## src/rtl/aes_pkg.sv

```systemverilog
// Shared AES key-schedule types, constants and XOR-chain helpers.
package aes_pkg;

  typedef enum logic [1:0] {
    IDLE   = 2'd0,
    EXPAND = 2'd1,
    EMIT   = 2'd2
  } kx_state_e;

  // Round constants, MSB byte of the word; valid rounds are 1..10.
  localparam logic [7:0] RCON [1:10] = '{
    8'h01, 8'h02, 8'h04, 8'h08, 8'h10,
    8'h20, 8'h40, 8'h80, 8'h1b, 8'h36
  };

  function automatic logic [31:0] rot_word(input logic [31:0] x);
    return {x[23:0], x[31:24]};
  endfunction

  // Forward round step; t = SubWord(RotWord(w3)) ^ Rcon[r].
  function automatic logic [127:0] fwd_xor(input logic [127:0] k,
                                           input logic [31:0]  t);
    logic [31:0] w0, w1, w2, w3;
    w0 = k[127:96] ^ t;
    w1 = k[95:64]  ^ w0;
    w2 = k[63:32]  ^ w1;
    w3 = k[31:0]   ^ w2;
    return {w0, w1, w2, w3};
  endfunction

  // Backward round step; t = SubWord(RotWord(w3' ^ w2')) ^ Rcon[r].
  function automatic logic [127:0] inv_xor(input logic [127:0] k,
                                           input logic [31:0]  t);
    logic [31:0] w0, w1, w2, w3;
    w3 = k[31:0]   ^ k[63:32];
    w2 = k[63:32]  ^ k[95:64];
    w1 = k[95:64]  ^ k[127:96];
    w0 = k[127:96] ^ t;
    return {w0, w1, w2, w3};
  endfunction

endpackage

```

## src/rtl/sbox.sv

```systemverilog
// AES forward S-box on NUM parallel bytes: GF(2^8) inverse then affine map.
module sbox #(
  parameter int NUM = 4
) (
  input  logic [8*NUM-1:0] in_i,
  output logic [8*NUM-1:0] out_o
);

  function automatic logic [7:0] xtime(input logic [7:0] a);
    return {a[6:0], 1'b0} ^ (a[7] ? 8'h1b : 8'h00);
  endfunction

  function automatic logic [7:0] gmul(input logic [7:0] a, input logic [7:0] b);
    logic [7:0] p;
    logic [7:0] aa;
    p  = '0;
    aa = a;
    for (int unsigned i = 0; i < 8; i++) begin
      if (b[i]) p = p ^ aa;
      aa = xtime(aa);
    end
    return p;
  endfunction

  // x^254 is the multiplicative inverse; 0 maps to 0 naturally.
  function automatic logic [7:0] gf_inv(input logic [7:0] x);
    logic [7:0] x2, x3, x6, x12, x15, x30, x60, x120, x240, x252;
    x2   = gmul(x, x);
    x3   = gmul(x2, x);
    x6   = gmul(x3, x3);
    x12  = gmul(x6, x6);
    x15  = gmul(x12, x3);
    x30  = gmul(x15, x15);
    x60  = gmul(x30, x30);
    x120 = gmul(x60, x60);
    x240 = gmul(x120, x120);
    x252 = gmul(x240, x12);
    return gmul(x252, x2);
  endfunction

  function automatic logic [7:0] affine(input logic [7:0] b);
    return b ^ {b[6:0], b[7]} ^ {b[5:0], b[7:6]} ^ {b[4:0], b[7:5]}
             ^ {b[3:0], b[7:4]} ^ 8'h63;
  endfunction

  for (genvar g = 0; g < NUM; g++) begin : g_byte
    assign out_o[8*g +: 8] = affine(gf_inv(in_i[8*g +: 8]));
  end

endmodule

```

## src/rtl/key_expansion_inv.sv

```systemverilog
// Iterative AES-128 inverse key schedule: expands forward to round 10, then
// emits round keys 10..0 by stepping the schedule backwards per handshake.
module key_expansion_inv
  import aes_pkg::*;
#(
  parameter int LEN_KEY   = 128,
  parameter int NUM_ROUND = 10
) (
  input  logic               clk,
  input  logic               rst,
  input  logic [LEN_KEY-1:0] key_in,
  input  logic               key_valid,
  output logic               key_ready,
  output logic [LEN_KEY-1:0] rk_out,
  output logic [3:0]         rk_index,
  output logic               rk_valid,
  input  logic               rk_ready,
  output logic               rk_last,
  output logic               busy
);

  if (LEN_KEY != 128 || NUM_ROUND != 10) begin : g_bad_param
    $error("key_expansion_inv supports only LEN_KEY=128, NUM_ROUND=10");
  end

  localparam logic [3:0] LAST_RND = 4'(NUM_ROUND);

  kx_state_e    state_q, state_d;
  logic [127:0] kreg_q, kreg_d;
  logic [3:0]   cnt_q, cnt_d;

  logic [31:0]  sbox_in, sbox_out;
  logic [7:0]   rcon_b;
  logic [31:0]  step_t;
  logic         emit;

  assign emit = (state_q == EMIT);

  // Single shared S-box: w3 while expanding, recovered w3 (w3'^w2') while emitting.
  always_comb begin
    sbox_in = rot_word(kreg_q[31:0]);
    if (emit) sbox_in = rot_word(kreg_q[31:0] ^ kreg_q[63:32]);
  end

  sbox #(.NUM(4)) u_sbox (
    .in_i  (sbox_in),
    .out_o (sbox_out)
  );

  // Round constant for the current counter; zero outside 1..10 so no
  // out-of-range table access occurs at cnt 0.
  always_comb begin
    rcon_b = '0;
    if (cnt_q >= 4'd1 && cnt_q <= LAST_RND) rcon_b = RCON[cnt_q];
  end

  assign step_t = sbox_out ^ {rcon_b, 24'h0};

  // State, key register and round counter.
  always_ff @(posedge clk or posedge rst) begin
    if (rst) begin
      state_q <= IDLE;
      kreg_q  <= '0;
      cnt_q   <= '0;
    end else begin
      state_q <= state_d;
      kreg_q  <= kreg_d;
      cnt_q   <= cnt_d;
    end
  end

  // Next-state: load, forward expansion, then one backward step per handshake.
  always_comb begin
    state_d = state_q;
    kreg_d  = kreg_q;
    cnt_d   = cnt_q;
    unique case (state_q)
      IDLE: begin
        if (key_valid) begin
          kreg_d  = key_in;
          cnt_d   = 4'd1;
          state_d = EXPAND;
        end
      end
      EXPAND: begin
        kreg_d = fwd_xor(kreg_q, step_t);
        if (cnt_q == LAST_RND) begin
          cnt_d   = LAST_RND;
          state_d = EMIT;
        end else begin
          cnt_d = cnt_q + 4'd1;
        end
      end
      EMIT: begin
        if (rk_ready) begin
          if (cnt_q != 4'd0) begin
            kreg_d = inv_xor(kreg_q, step_t);
            cnt_d  = cnt_q - 4'd1;
          end else begin
            state_d = IDLE;
          end
        end
      end
      default: state_d = IDLE;
    endcase
  end

  assign key_ready = (state_q == IDLE);
  assign busy      = (state_q != IDLE);
  assign rk_valid  = emit;
  assign rk_out    = emit ? kreg_q : '0;
  assign rk_index  = emit ? cnt_q : '0;
  assign rk_last   = emit && (cnt_q == 4'd0);

endmodule

```

## config.mk

```make
export PLATFORM = sky130hd
export DESIGN_NAME = key_expansion_inv
export DESIGN_NICKNAME = d
export VERILOG_FILES = /design/src/rtl/aes_pkg.sv /design/src/rtl/sbox.sv /design/src/rtl/key_expansion_inv.sv
export SDC_FILE = /design/constraint.sdc
export NUM_CORES = 2
export LEC_CHECK = 0
export CORE_ASPECT_RATIO = 0.75
export CORE_MARGIN = 2
export CORE_UTILIZATION = 44
export DETAILED_ROUTE_END_ITERATION = 10
export GPL_TIMING_DRIVEN = 0
export MAX_ROUTING_LAYER = met4
export SLEW_MARGIN = 20
export SYNTH_ARGS = -nofsm -noshare
export SYNTH_HDL_FRONTEND = slang
export SYNTH_SLANG_ARGS = --single-unit
export TNS_END_PERCENT = 5
```

## constraint.sdc

```tcl
create_clock -name clk -period 24.5 [get_ports clk]
set_clock_uncertainty 0.1 [all_clocks]
set_input_delay 7.35 -clock clk [delete_from_list [all_inputs] [get_ports clk]]
set_output_delay 7.35 -clock clk [all_outputs]
set_load 0.05 [all_outputs]
```

==> results.toml <==
[critical_path]
cp_slowest_cell = "nor3_2"
cp_max_fo = 10
critPathMaxStageDelay_ns = 0.56
startpoint = "state_q[0]"
critical_path.startpoint_type = "flop"
crit_type = "reg2reg"
cpMostUsedCell = "xnor2_2"
r2r_start = "state_q[0]"
arrival_ns = 23.84
worstPathRequired_ns = 24.71
end_kind = "flop"

[detailed_routing]
drt_iter0_markers = 7177
drc = 0
final_antenna_net_count = 0
wl_met1_mm = 103
wire_per_inst_um = 23.1
vias = 60100
met3_length_mm = 21.8
wl_met2_mm = 96.7
routed_wl_mm = 230
first_pass_iters = 10
viasPerCell = 6.02
topRoutingLayerUsed = "met4"

[floorplanning]
io_pins = 268
placeableCoreArea_um2 = 138000
start_util_pct = 44.3
die_height_um = 327
die_area_um2 = 142000
die_w_um = 435
rows = 118

[timing]
period_minus_slack_ns = 23.63
drv_slew = 0
setup_viol_count_final = 0
fin_tns_setup_ns = 0
slew-limit-headroom_pct = 11.3
rsz0062_at_grt = "true"
period_share_pct = 96.4
worst_pin_slew_ns = 1.33
hold_viol_final = 0
timing.fmax_mhz = 42.3
hold_ws_ns = 0.405

[yosys]
ys_seq_area_share_pct = 5.48
synth_flop_cell = "dfrtp_1"
post_synth.cell_area_avg_um2 = 7.90
synth-edff-count = 0
synth_area_leader_cell = "xnor2_1"
synth_cells = 7745
ys_async_sr_fraction_pct = 100
yosysUniqueCellTypes = 155
yosys.area.top_type_share_pct = 18.1
synth_common_cells = "1267 x xnor2_1, 1022 x nor2_1, 591 x nand2_1"
yosys_warnings = 0
synth_area_leaders = "xnor2_1 18%, xnor3_1 11%, xor2_1 6.7%"
netlist_area_um2 = 61200
synth_nets = 7916
yosysMostFrequentCell = "xnor2_1"
ys_ff_latch = 134

[min_path]
hp-class = "reg2reg"
hold_start = "kreg_q[125]"

[global_routing]
grt_pass1_vias = 55100
grt_use_total_pct = 31.9
grt_max_degree = 84
grt_pass1_wl_mm = 345
antenna_found_initial = 6
overflow = 0

[final_layout]
seqCellArea_um2 = 3350
final_area_um2 = 68900
fin_util_pct = 49.9
area_growth_pct = 12.7
drive_above_1_share_pct = 13.1
nets = 8263
multi_input_area_um2 = 55500
fill_cells = 13600

[clock_network]
clkSinkCount = 134
cts.path.max_buffers = 2
postCtsHoldBufs = 0
clock_tree.root_cell = "clkbuf_16"
cts-buffers-inserted = 17
htreeDepth = 4
cts_tree = "yes"
clkTransAtPathRegs_ns = 0.08
insertion_delay_ns = 0.47

[run_status]
outcome = "complete, no violations"

[placement]
gp_congestion = 1.06
dpl_cell_area_um2 = 66200
io_buffers = 267
dpl.hpwl_mm = 179

[job]
cap_violations = 0
worst paths after layout:
check	end	slack, ns	depth (start not counted)
min in group asynchronous	kreg_q[126]	7.17	2
worst min-delay path	kreg_q[125]	0.41	2
worst max-delay path	kreg_q[60]	0.87	99
worst min register to register	kreg_q[125]	0.41	2
max in group asynchronous	kreg_q[14]	16.24	3
worst max register to register	kreg_q[60]	0.87	99
layer usage:
metal,global-route usage (%),up-vias
li1,-,27500
met1,45.5,29100
met2,45.5,2957
met3,5.78,454
met4,9.71,0
met5,-,-
stage by stage:
stage	cells	setup WS [ns]
global placement	9872	-3.66
global route	9971	-0.203
CTS	9921	-0.0214
detailed placement	9873	-3.81
floorplan	7745	2.20
finish	9976	0.870
layout make-up:
cell class | count | share of cell area (%)
clock buffer | 18 | 0.623
inverter | 168 | 0.928
antenna | 11 | 0.0399
timing repair buffer | 337 | 4.69
buffer | 566 | 4.78
clock inverter | 14 | 0.151
sequential | 134 | 4.87
multi-input combinational | 6868 | 80.5
tap | 1860 | 3.38
cell usage in the layout (no fill, tap or decap), types with 140 or more instances in the layout:
| master | synthesis | final |
|---|---|---|
| a21oi_1 | 355 | 349 |
| buf_2 | 164 | 158 |
| buf_4 | 72 | 140 |
| clkbuf_1 | 232 | 209 |
| clkdlybuf4s50_1 | 0 | 267 |
| mux2i_1 | 237 | 235 |
| nand2_1 | 591 | 591 |
| nand3_1 | 150 | 150 |
| nor2_1 | 1022 | 1018 |
| nor3_1 | 278 | 271 |
| o21ai_0 | 324 | 324 |
| xnor2_1 | 1267 | 1178 |
| xnor2_2 | 142 | 201 |
| xnor3_1 | 291 | 274 |
| xor2_1 | 471 | 435 |
registers in the layout, indices dropped and copies added (netlist names):
register,count
kreg_q,128
cnt_q,4
state_q,2
cells by family after synthesis:
kind of cell	after synthesis	share of synthesized area (%)
mux	281	4.73
xor+xnor	2324	45.0
simple gates	2655	20.3
flops	134	5.48
compound gates	1568	17.3
fa+ha+maj	40	0.814
buf+inv	743	6.41
what timing repair did:
| action | 4_1_cts | 5_1_grt |
|---|---|---|
| endpoints found under the setup margin | 117 | 128 |
| resized for setup | 99 | 166 |
| pin swaps | 21 | 34 |
| setup buffers | 20 | 49 |
worst max-delay path: cells and delay by family (launching register included):
kind,cells,cell delay (ns)
compound gates,4,0.70
xor+xnor,39,10.66
fa+ha+maj,8,3.17
buf+inv,27,4.36
flops,1,0.40
mux,5,0.76
simple gates,16,3.19
Power is not shown: default switching activity piles up to over one toggle a cycle in this logic, so the estimate is an artifact.
